**config.mk**
```make
export PLATFORM = sky130hd
export DESIGN_NAME = cook_timer
export DESIGN_NICKNAME = d
export VERILOG_FILES = /design/src/rtl/cook_timer.sv
export SDC_FILE = /design/constraint.sdc
export NUM_CORES = 1
export LEC_CHECK = 0
export CAP_MARGIN = 20
export CORE_ASPECT_RATIO = 1.1
export CORE_UTILIZATION = 59
export CTS_CLUSTER_DIAMETER = 60
export DETAILED_ROUTE_END_ITERATION = 10
export GPL_TIMING_DRIVEN = 0
export PLACE_DENSITY = 0.85
export SYNTH_ARGS = -nofsm -noshare
export SYNTH_HDL_FRONTEND = slang
export SYNTH_SLANG_ARGS = --single-unit
export TNS_END_PERCENT = 50
```
**constraint.sdc**
```tcl
create_clock -name sys_clk -period 5 [get_ports sys_clk]
set_input_delay 0.75 -clock sys_clk [delete_from_list [all_inputs] [get_ports sys_clk]]
set_output_delay 0.75 -clock sys_clk [all_outputs]
set_load 0.005 [all_outputs]
```
**src/rtl/cook_timer.sv**
```systemverilog
`timescale 1ns/1ps
// -----------------------------------------------------------------------------
// cook_timer
// Microwave cook-time countdown. Holds the remaining time as BCD MM:SS and
// counts it down once per second while cooking. It drives the magnetron enable,
// the done buzzer and the display digits.
//
// Parameters
//   BEEP_SECS  seconds the buzzer stays on after the countdown ends (1..15)
//   MAX_MIN    minute value that larger load requests are clamped to (<= 99)
//
// Ports
//   sys_clk    system clock, shared with the seconds divider
//   reset_n    asynchronous active-low reset
//   clk_1s     1 Hz square wave, sampled as a level and synchronised here
//   load       one-cycle pulse: capture min_in / sec_in (IDLE and PAUSE only)
//   min_in     binary minutes, clamped to MAX_MIN
//   sec_in     binary seconds, clamped to 59
//   start      one-cycle pulse: begin or resume cooking
//   stop       one-cycle pulse: pause cooking
//   clear      one-cycle pulse: abort and zero the time
//   door_open  level, 1 = door open (already synchronous to sys_clk)
//   min_tens, min_ones, sec_tens, sec_ones   BCD display digits
//   heating    magnetron enable
//   done_beep  buzzer enable
//   state      encoded FSM state for debug (IDLE=0 COOK=1 PAUSE=2 DONE=3)
// -----------------------------------------------------------------------------
module cook_timer #(
  parameter int unsigned BEEP_SECS = 3,
  parameter int unsigned MAX_MIN   = 99
) (
  input  logic       sys_clk,
  input  logic       reset_n,
  input  logic       clk_1s,
  input  logic       load,
  input  logic [6:0] min_in,
  input  logic [5:0] sec_in,
  input  logic       start,
  input  logic       stop,
  input  logic       clear,
  input  logic       door_open,
  output logic [3:0] min_tens,
  output logic [3:0] min_ones,
  output logic [3:0] sec_tens,
  output logic [3:0] sec_ones,
  output logic       heating,
  output logic       done_beep,
  output logic [2:0] state
);

  typedef enum logic [2:0] {
    ST_IDLE  = 3'd0,
    ST_COOK  = 3'd1,
    ST_PAUSE = 3'd2,
    ST_DONE  = 3'd3
  } state_t;

  typedef struct packed {
    logic [3:0] min_tens;
    logic [3:0] min_ones;
    logic [3:0] sec_tens;
    logic [3:0] sec_ones;
  } bcd_time_t;

  localparam bcd_time_t ZERO_TIME = '0;

  state_t    state_q, state_next;
  bcd_time_t time_q, time_next;
  logic [3:0] beep_cnt_q, beep_cnt_next;

  // ---------------------------------------------------------------------------
  // Seconds tick: two-flop synchroniser, a delayed copy for edge detection and
  // a registered one-cycle pulse. The pulse is high after the third sys_clk
  // edge following the clk_1s rise.
  // ---------------------------------------------------------------------------
  logic sync_q1, sync_q2, sync_q3, tick;

  // NOTE: sequential state is written with non-blocking assignments so every
  // flop samples the pre-edge value of its neighbours, as real flops do.
  always_ff @(posedge sys_clk or negedge reset_n) begin
    if (!reset_n) begin
      sync_q1 <= 1'b0;
      sync_q2 <= 1'b0;
      sync_q3 <= 1'b0;
      tick    <= 1'b0;
    end else begin
      sync_q1 <= clk_1s;
      sync_q2 <= sync_q1;
      sync_q3 <= sync_q2;
      tick    <= sync_q2 & ~sync_q3;
    end
  end

  // ---------------------------------------------------------------------------
  // Load path: clamp the binary request, then split it into BCD digits.
  // ---------------------------------------------------------------------------
  logic [6:0] ld_min;
  logic [5:0] ld_sec;
  bcd_time_t  ld_time;

  always_comb begin
    ld_min           = (min_in > 7'(MAX_MIN)) ? 7'(MAX_MIN) : min_in;
    ld_sec           = (sec_in > 6'd59) ? 6'd59 : sec_in;
    ld_time.min_tens = 4'(ld_min / 7'd10);
    ld_time.min_ones = 4'(ld_min % 7'd10);
    ld_time.sec_tens = 4'(ld_sec / 6'd10);
    ld_time.sec_ones = 4'(ld_sec % 6'd10);
  end

  // ---------------------------------------------------------------------------
  // One-second BCD decrement with borrow chain. Only used when the time is
  // above 00:01, so the minute-tens digit never underflows.
  // ---------------------------------------------------------------------------
  bcd_time_t dec_time;
  logic      time_zero, time_one;

  // NOTE: every signal assigned in an always_comb gets a default first; a path
  // that leaves one unassigned would infer a latch.
  always_comb begin
    dec_time = time_q;
    if (time_q.sec_ones != 4'd0) begin
      dec_time.sec_ones = time_q.sec_ones - 4'd1;
    end else begin
      dec_time.sec_ones = 4'd9;
      if (time_q.sec_tens != 4'd0) begin
        dec_time.sec_tens = time_q.sec_tens - 4'd1;
      end else begin
        dec_time.sec_tens = 4'd5;
        if (time_q.min_ones != 4'd0) begin
          dec_time.min_ones = time_q.min_ones - 4'd1;
        end else begin
          dec_time.min_ones = 4'd9;
          dec_time.min_tens = time_q.min_tens - 4'd1;
        end
      end
    end
  end

  assign time_zero = (time_q == ZERO_TIME);
  assign time_one  = (time_q == bcd_time_t'({4'd0, 4'd0, 4'd0, 4'd1}));

  // ---------------------------------------------------------------------------
  // Next-state logic. Priority: clear > door_open > stop > start > load > tick.
  // ---------------------------------------------------------------------------
  always_comb begin
    state_next    = state_q;
    time_next     = time_q;
    beep_cnt_next = beep_cnt_q;

    unique case (state_q)
      ST_IDLE: begin
        if (clear) begin
          time_next = ZERO_TIME;
        end else if (start && !door_open && !time_zero) begin
          state_next = ST_COOK;
        end else if (load) begin
          time_next = ld_time;
        end
      end

      ST_COOK: begin
        if (clear) begin
          state_next = ST_IDLE;
          time_next  = ZERO_TIME;
        end else if (door_open || stop) begin
          state_next = ST_PAUSE;
        end else if (tick) begin
          // A zero time can reach COOK through a PAUSE reload; finish it
          // rather than wrapping the digits.
          if (time_one || time_zero) begin
            state_next    = ST_DONE;
            time_next     = ZERO_TIME;
            beep_cnt_next = 4'd0;
          end else begin
            time_next = dec_time;
          end
        end
      end

      ST_PAUSE: begin
        if (clear) begin
          state_next = ST_IDLE;
          time_next  = ZERO_TIME;
        end else if (start && !door_open) begin
          state_next = ST_COOK;
        end else if (load) begin
          time_next = ld_time;
        end
      end

      ST_DONE: begin
        if (clear || door_open) begin
          state_next    = ST_IDLE;
          time_next     = ZERO_TIME;
          beep_cnt_next = 4'd0;
        end else if (tick) begin
          if (beep_cnt_q == 4'(BEEP_SECS - 1)) begin
            state_next    = ST_IDLE;
            beep_cnt_next = 4'd0;
          end else begin
            beep_cnt_next = beep_cnt_q + 4'd1;
          end
        end
      end

      default: begin
        state_next    = ST_IDLE;
        time_next     = ZERO_TIME;
        beep_cnt_next = 4'd0;
      end
    endcase
  end

  // ---------------------------------------------------------------------------
  // State, time and output registers. heating and done_beep are registered
  // from the next state so they switch on the same edge as the state itself,
  // which drops heating one cycle after the door is seen open.
  // ---------------------------------------------------------------------------
  always_ff @(posedge sys_clk or negedge reset_n) begin
    if (!reset_n) begin
      state_q    <= ST_IDLE;
      time_q     <= ZERO_TIME;
      beep_cnt_q <= 4'd0;
      heating    <= 1'b0;
      done_beep  <= 1'b0;
    end else begin
      state_q    <= state_next;
      time_q     <= time_next;
      beep_cnt_q <= beep_cnt_next;
      heating    <= (state_next == ST_COOK);
      done_beep  <= (state_next == ST_DONE);
    end
  end

  assign min_tens = time_q.min_tens;
  assign min_ones = time_q.min_ones;
  assign sec_tens = time_q.sec_tens;
  assign sec_ones = time_q.sec_ones;
  assign state    = state_q;

endmodule
```
* Word level (Yosys, flattened, before mapping)
Cells that the tools add are included.
** Cells by class
- Muxes and demuxes :: 39
- Add/sub/neg operators :: 5
- $lt $le $gt $ge :: 2
- Reduce and logical (&&, ||, !) cells :: 18
- Equal/unequal tests :: 20
- Div/mod/pow operators :: 4
- Bitwise gates (word level) :: 3
** Operators with widths (count)
- 16-bit two-way mux :: 10
- 16-bit case mux with 4 select lines :: 1
- 4-bit two-way mux :: 11
- 3-bit two-way mux :: 11
- 16-bit by 1-bit == test with 1-bit output, second input constant :: 1
- 16-bit logical NOT :: 1
- 4-bit by 1-bit subtractor with 4-bit output, second input constant :: 4
- 3-bit inequality test, second input constant :: 5
- 12-bit two-way mux :: 1
- 4-bit inequality test, second input constant :: 3
- 3-bit case mux with 4 select lines :: 1
- 4-bit case mux with 3 select lines :: 1
- 6-bit AND reduction :: 2
- 4-bit nonzero test :: 3
- 2-bit inequality test, second input constant :: 5
- 3-bit by 2-bit == test with 1-bit output, second input constant :: 3
- 8-bit two-way mux :: 1
- 8-bit AND reduction :: 1
- 7-bit by 4-bit divider with 7-bit output, second input constant :: 1
- 7-bit > comparator, second input constant :: 1
- 7-bit by 4-bit remainder unit with 7-bit output, second input constant :: 1
- 7-bit two-way mux :: 1
- 7-bit AND reduction :: 1
- 6-bit by 4-bit divider with 6-bit output, second input constant :: 1
- 14 further kinds :: 20
** Storage, ports and cells
- Logic and storage cells :: 103
- Register bits after elaboration :: 29
- Output and inout bits :: 21

* Depth between registers and ports, before layout
Gate-level depths: netlist of run 1.
- Word-level depth :: 9
- Gate-level depth with buffers :: 22
- Depth with buffers taken out :: 19

* Worst setup path after synthesis of run 1
Ideal clock, no wire load.
- Kind :: in2reg
- Start :: input min_in[5]
- End :: register time_q, in the netlist min_ones[1]
- Path buffers :: 3
- Slack :: 0.179 ns
- Arrival time :: 4.694 ns
- Stages on the path :: 22
- Path through :: clkbuf_1 > nand2_1 > and2_1 > ha_1 > clkbuf_1 > or3_1 > nand3_1 > ha_1 > clkbuf_1 > a2111oi_0 > a211o_1 > a221o_1 > a21oi_1 > nand2_1 > a22o_1 > ha_1 > inv_1 > a31oi_1 > a311oi_1 > o221ai_1 > mux2i_1 > nand3_1
** Between the ends
- Cells in the longest elaborated chain, start to end :: 7
- Elaborated cells on any way between the ends :: 9
- Those cells by class :: div (1); order compare (1); mux (7)
** Ends and longest elaborated chain
- start: declaration :: line 36 : input logic [6:0] min_in,
- 7-bit > comparator :: line 102 : ld_min = (min_in > 7'(MAX_MIN)) ? 7'(MAX_MIN) : min_in;
- 7-bit two-way mux (*) :: line 102
- 7-bit by 4-bit remainder unit with 7-bit output (*) :: line 105 : ld_time.min_ones = 4'(ld_min % 7'd10);
- 16-bit two-way mux (*) :: line 156, 186
- 16-bit two-way mux (on tied branches) :: line 184, 154
- 16-bit two-way mux (on tied branches) :: line 181, 152
- 16-bit case mux with 4 select lines (*) :: line 150 : unique case (state_q)
- end signal: assignment :: line 228 : time_q <= time_next;
- end: declaration :: line 68 : bcd_time_t time_q, time_next;
Mark *: on every way between the ends. The rest lies on a longest branch, timed or not. The select of a mux whose other input is x is not followed.
A chain may end at the register's enable or synchronous reset.

* Final worst setup path of run 1
Ends and elaborated chain as after synthesis.

==> results of run 1 <==
[sequential cells by signal, summed over array words and instances (netlist names)]
signal      flops
beep_cnt_q      4
min_ones        4
min_tens        4
sec_ones        4
sec_tens        4
state           3
done_beep       1
heating         1
sync_q1         1
sync_q2         1
sync_q3         1
tick            1
[worst min path at each step]
stage / from / to / slack (ns) / cells after the start
floorplan: sync_q1 / sync_q2 / 0.33 / 0
global placement: sync_q1 / sync_q2 / 0.34 / 0
detailed placement: sync_q1 / sync_q2 / 0.35 / 0
CTS: sync_q1 / sync_q2 / 0.37 / 0
global route: sync_q1 / sync_q2 / 0.37 / 0
finish: sync_q1 / sync_q2 / 0.36 / 0
[cells in the mapped netlist, drive strengths merged (3+ instances only)]
master and count:
nand4b 3, o22ai 3, nor3b 3, clkbuf 14
mux2i 3, nand3 14, a2111oi 4, nand2 21
and2 3, nor4 4, a221oi 3, nor2b 5
nand2b 12, nor4b 3, dfrtp 29, a21oi 24
nor2 27, nor3 17, a21o 5, inv 20
a211oi 5, a41oi 3, o31ai 8, a31oi 8
ha 13, o21bai 3, or3 3, or3b 4
o21ai 20, or2 5
[stage by stage]
step,hold slack [ns],utilization [%],setup TNS (ns)
after floorplan,0.331,-,0
after global placement,0.340,72.6,-3.59
after detailed placement,0.349,73.3,-3.65
after CTS,0.365,76.3,0
after global routing,0.375,76.6,-0.00601
final,0.363,76.6,0
[cell families (layout without fill, tap and decap cells)]
kind of cell,Yosys count,after routing,synth area share [%]
fa+ha+maj,13,13,6.17
buf+inv,36,87,5.27
xor+xnor,1,1,0.332
mux,5,5,1.99
flops,29,29,27.5
compound gates,114,114,30.5
simple gates,133,133,28.0
other cells,1,1,0.142
[timing repair]
item,in CTS,in global routing
setup endpoints to repair,4,3
buffers inserted,0,1
pin swaps,1,2
resized for setup,18,9
[where the power goes]
group	leakage, nW	internal, mW	switching (mW)	total, mW
Clock	0.0364	0.0974	0.102	0.200
Combinational	0.889	0.132	0.157	0.289
Sequential	0.386	0.251	0.0205	0.271
Total	1.31	0.480	0.279	0.760
[cell type report]
class,instances,area share [%]
plain buffers,15,2.63
flip-flops and latches,29,22.1
repair buffers,43,13.4
well taps,54,2.06
multi-input cells,267,54.6
clock buffers,5,2.10
clock inverters,3,0.686
inverters,21,2.40
[layer usage]
metal  GRT usage [%]  vias up  share of wire (%)
li1                -     1366                  -
met1            39.4     1328                 42
met2            54.1      123                 50
met3            5.66       11                6.9
met4            10.6        0                1.7
met5               0        -                  0
==> results.md, run 1 <==
- Largest fanout on the critical path: 10
- Max Clock Freq: 211 MHz
- HPWL reported at the end of detailed placement: 5.23 mm
- Vias post-DR: 2828
- Final setup vio count: 0
- Die Y-Extent: 72.1 um
- Max Slew Vio Count: 0
- Ys async rst share: 100%
- Total chip power: 760 uW
- Finished Cell Area: 0.00328 mm2
- Largest net degree at the start of global routing: 20
- First-pass GRT wire length: 11.6 mm
- Cell Area, Synth: 0.00264 mm2
- Worst Path Buf+Inv: 5
- Critical Path End: min_ones[1]
- Die ar.: 0.00474 mm2
- Vias/cell: 6.47
- Final worst slack: 0.256 ns
- Cell count of the worst reg-to-reg path: 11
- Area Growth Syn to Fin: 24.6%
- CP Launch Point: min_in[5]
- GRT Overall Usage: 31.5%
- Cell Pwr Density: 231 mW/mm2
- CP max stage delay: 0.40 ns
- Clock Path Buffers: 2
- H-tree depth: 2
- Initial antenna violation count: 0
- DRT Pass-1 Iters: 7
- Synthesized Nets: 366
- Final Hold Fails: 0
- Post-route minimum period: 4.74 ns
- Synth area leaders: dfrtp_1, ha_1, a21oi_1, nor2_1, o21ai_0
- Syn. warnings: 0
- Dpl cell area: 0.00314 mm2
- Layout Nets: 416
- Worst-path clk slew: 0.07 ns
- Worst path depth: 23
- Global route total overflow: 0
- Clock Latency Late Sink: 0.29 ns
- DRC errors left: 0
- Critical Path RT: 5.17 ns
- Most used flip-flop cell after synthesis: dfrtp_1
- Critical Path End Type: flip-flop
- Fraction of layout cells with a size suffix above 1: 10.2%
- GP Congestion: 0.937
- Routed WL per cell: 16.2 um
- Cell type group with the largest total delay on the critical path: compound AO/OA/AOI/OAI gates
- Post-synth EDFFs: 0
- Root Driver: clkbuf_8
- Number of fill cells: 335
- Max rail drop VDD: 0.000142 V
- Crit path cell chain: clkdlybuf4s15_2 > buf_6 > nand2_2 > and2_1 > ha_1 > buf_2 > or3_1 > nand3_1 > ha_1 > buf_4 > nor3_1 > a31o_2 > a221o_1 > a21oi_2 > nand2_1 > a22o_1 > ha_2 > inv_1 > a31oi_1 > a311oi_2 > o221ai_2 > mux2i_1 > nand3_1
- Worst path slowest cell: or3_1
- Antenna-violating nets left: 0
- Ant. Diodes: 0
- CTS Hold Bufs: 0
- R2r endpoint: min_ones[2]
- MaxCap Viol Count: 0
- Synth Area per Inst: 7.94 um2
- Clk sinks: 29
- Crit path DAT: 4.92 ns
- Cells after Synth: 332
- Die X-Extent: 65.7 um
- Status: complete, no violations
- Footprint of the multi-input gates: 0.00179 mm2
- Origin of the critical flop-to-flop path: min_ones[0]
- Starting Density: 61.5%
- I/O Pins: 42
- Cell Count Post-Placement: 428
- Most frequent cells in the layout: clkdlybuf4s50_1, dfrtp_1, nor2_1, a21oi_1, inv_1
- CTS tree: done
- Row count: 25
- Critical path type: in2reg
- Core Footprint: 0.00429 mm2
- Final wirelength: 7.08 mm
- Number of global-route vias before repair: 2576
- Leak Pwr: 1.31 nW
- Worst-margin pin slew: 0.942 ns
- Post-synth top area cell: dfrtp_1
- Number of CTS-inserted buffers: 5
- Post-route clock period utilization: 94.9%
- DR iter-0 viols: 260
- PortBufs: 41
- Register bit total from synthesis: 29
- Slew headroom: 36.3%
- Commonest non-fill, non-tap cell in the layout: clkdlybuf4s50_1
- FF-to-FF setup slack: 1.74 ns
- Synth cell types: 71
- Area fraction of the dominant cell type after synthesis: 27.5%
- CP startpoint kind: primary input
- Hold Path Class: reg2reg
- Finished Layout Cells: 437
- Pre-CTS WS: -1.13 ns
- Sequential area share after synthesis: 27.5%
- Post-Route Skew: 0.00415 ns
- Sequential cell area: 726 um2
Power figures use the tool's default switching activity.
==> inputs of run 2 (changes only) <==
--- a/config.mk
+++ b/config.mk
@@ -10,7 +10,7 @@
 export CORE_UTILIZATION = 59
 export CTS_CLUSTER_DIAMETER = 60
 export DETAILED_ROUTE_END_ITERATION = 10
-export GPL_TIMING_DRIVEN = 0
+export GPL_TIMING_DRIVEN = 1
 export PLACE_DENSITY = 0.85
 export SYNTH_ARGS = -nofsm -noshare
 export SYNTH_HDL_FRONTEND = slang
==> constraint.sdc (replaced) <==
create_clock -name sys_clk -period 5 [get_ports sys_clk]
set_input_delay 1.25 -clock sys_clk [delete_from_list [all_inputs] [get_ports sys_clk]]
set_output_delay 1.25 -clock sys_clk [all_outputs]
set_load 0.005 [all_outputs]
==> run 2 against run 1 <==
  * The run now ends with DRC left
  * Sequential power barely moved
  * Largest power group unchanged
  * Critical path depth fell by 3
  * Clock power fell by 7%
==> results.md, run 2 (synthesized netlist as in run 1, its figures left out) <==
- HPWL reported at the end of detailed placement: 5.26 mm
- Slew headroom: 33.2%
- Clock Latency Late Sink: 0.29 ns
- Worst-margin pin slew: 0.988 ns
- Cell Pwr Density: 223 mW/mm2
- Antenna-violating nets left: 0
- Final Hold Fails: 0
- Number of CTS-inserted buffers: 5
- Clock Path Buffers: 2
- Cell type group with the largest total delay on the critical path: compound AO/OA/AOI/OAI gates
- Finished Layout Cells: 446
- Area Growth Syn to Fin: 28.3%
- Core Footprint: 0.00429 mm2
- MaxCap Viol Count: 0
- Fraction of layout cells with a size suffix above 1: 14.8%
- Largest net degree at the start of global routing: 30
- Number of fill cells: 316
- Global route total overflow: 0
- Crit path cell chain: clkdlybuf4s50_1 > and2_1 > ha_2 > or3_4 > nand3_2 > ha_4 > a2111oi_0 > a211o_1 > a221o_1 > a21oi_2 > or2_2 > a22o_1 > ha_2 > inv_1 > a31oi_1 > a311oi_2 > buf_4 > nor2_1 > o31ai_1 > or2_1
- Initial antenna violation count: 0
- Worst Path Buf+Inv: 3
- Cell Count Post-Placement: 437
- Starting Density: 61.5%
- Smallest hold slack: 0.357 ns
- Critical Path RT: 5.23 ns
- CTS Hold Bufs: 0
- Max Slew Vio Count: 0
- CP startpoint kind: primary input
- Row count: 25
- DR iter-0 viols: 206
- Final setup vio count: 0
- Vias/cell: 6.45
- Die X-Extent: 65.7 um
- CP max stage delay: 0.47 ns
- CTS tree: done
- DRT Pass-1 Iters: 9
- First-pass GRT wire length: 11.3 mm
- Number of global-route vias before repair: 2605
- Most frequent cells in the layout: clkdlybuf4s50_1, dfrtp_1, nor2_1, buf_4, a21oi_1
- Finished Cell Area: 0.00338 mm2
- R2r endpoint: sec_ones[2]
- Worst-path clk slew: 0.06 ns
- Clk sinks: 29
- DRC errors left: 2
- GP Congestion: 0.890
- Critical Path End Type: flip-flop
- Worst path slowest cell: clkdlybuf4s50_1
- Die ar.: 0.00474 mm2
- Violated checks: DRC
- Crit path DAT: 5.02 ns
- Critical path type: in2reg
- WHS Endpoint: sync_q2
- GRT Overall Usage: 30.6%
- Most used cell, CP: ha_2
- Largest fanout on the critical path: 6
- Pre-CTS WS: -0.387 ns
- Routed WL per cell: 15.7 um
- Final setup TNS: 0 ns
- Final core utilization: 78.9%
- Post-route clock period utilization: 95.8%
- Die Y-Extent: 72.1 um
- Max Clock Freq: 209 MHz
- Hold Path Class: reg2reg
- Layout Nets: 425
- Post-Route Skew: 0.00800 ns
- Post-route minimum period: 4.79 ns
- Root Driver: clkbuf_8
- Cell count of the worst reg-to-reg path: 8
- Max rail drop VDD: 0.000175 V
- Hold Startpoint: sync_q1
- Dpl cell area: 0.00325 mm2
- Status: complete, but fails checks
- Total chip power: 755 uW
- PortBufs: 41
- Ant. Diodes: 0
- I/O Pins: 42
- Final wirelength: 6.99 mm
- Vias post-DR: 2876
- Leak Pwr: 1.41 nW
- Cell count of the worst hold path: 0
- Commonest non-fill, non-tap cell in the layout: clkdlybuf4s50_1
- FF-to-FF setup slack: 1.34 ns
- H-tree depth: 2
- Origin of the critical flop-to-flop path: min_ones[0]
- Final worst slack: 0.208 ns
-- run 2: cell types whose count changed in the layout (fill, tap and decap cells not counted), moves of 2 or more --
cell            change
buf_4              +23
clkbuf_1            -8
clkinvlp_4          -3
clkinv_2            +2
dlymetal6s2s_1      +2
ha_1                -2
-- run 2: final cells by class --
type	instances	area (um2)	share of cell area, %
clock buffer	6	72.6	2.15
tap	54	67.6	2.00
sequential	29	726	21.5
inverter	21	78.8	2.33
multi-input combinational	267	1820	53.7
timing repair buffer	67	611	18.1
clock inverter	2	10.0	0.296
-- run 2: power breakdown --
| group | switching [mW] | leakage (nW) | internal [mW] | total (mW) |
|---|---|---|---|---|
| combinational | 0.153 | 0.974 | 0.143 | 0.296 |
| sequential | 0.0225 | 0.386 | 0.251 | 0.274 |
| clock | 0.0898 | 0.0450 | 0.0961 | 0.186 |
| total | 0.265 | 1.41 | 0.490 | 0.755 |
-- run 2: routing by layer --
layer  track usage (%)  part of all wire [%]  vias up
met5                 0                     0        -
met2              52.8                    49      122
met3              5.82                   6.1       23
li1                  -                     -     1378
met1              35.9                    42     1353
met4              14.7                   2.9        0
-- run 2: worst max path at each step --
stage | cells past startpoint | from | endpoint | slack (ns)
2_1_floorplan | 22 | min_in[6] | min_ones[1] | 0.03
5_1_grt | 20 | min_in[4] | min_ones[2] | -0.04
3_3_place_gp | 20 | min_in[5] | min_ones[1] | -0.28
3_5_place_dp | 20 | min_in[5] | min_ones[1] | -0.39
4_1_cts | 20 | min_in[5] | min_ones[1] | 0.03
6_report | 20 | min_in[4] | min_ones[2] | 0.21
-- run 2: timing repair --
item	in CTS	in global routing
cloned	0	0
gates resized for setup	2	7
pin swaps	1	6
buffers inserted	0	1
setup endpoints to repair	2	3
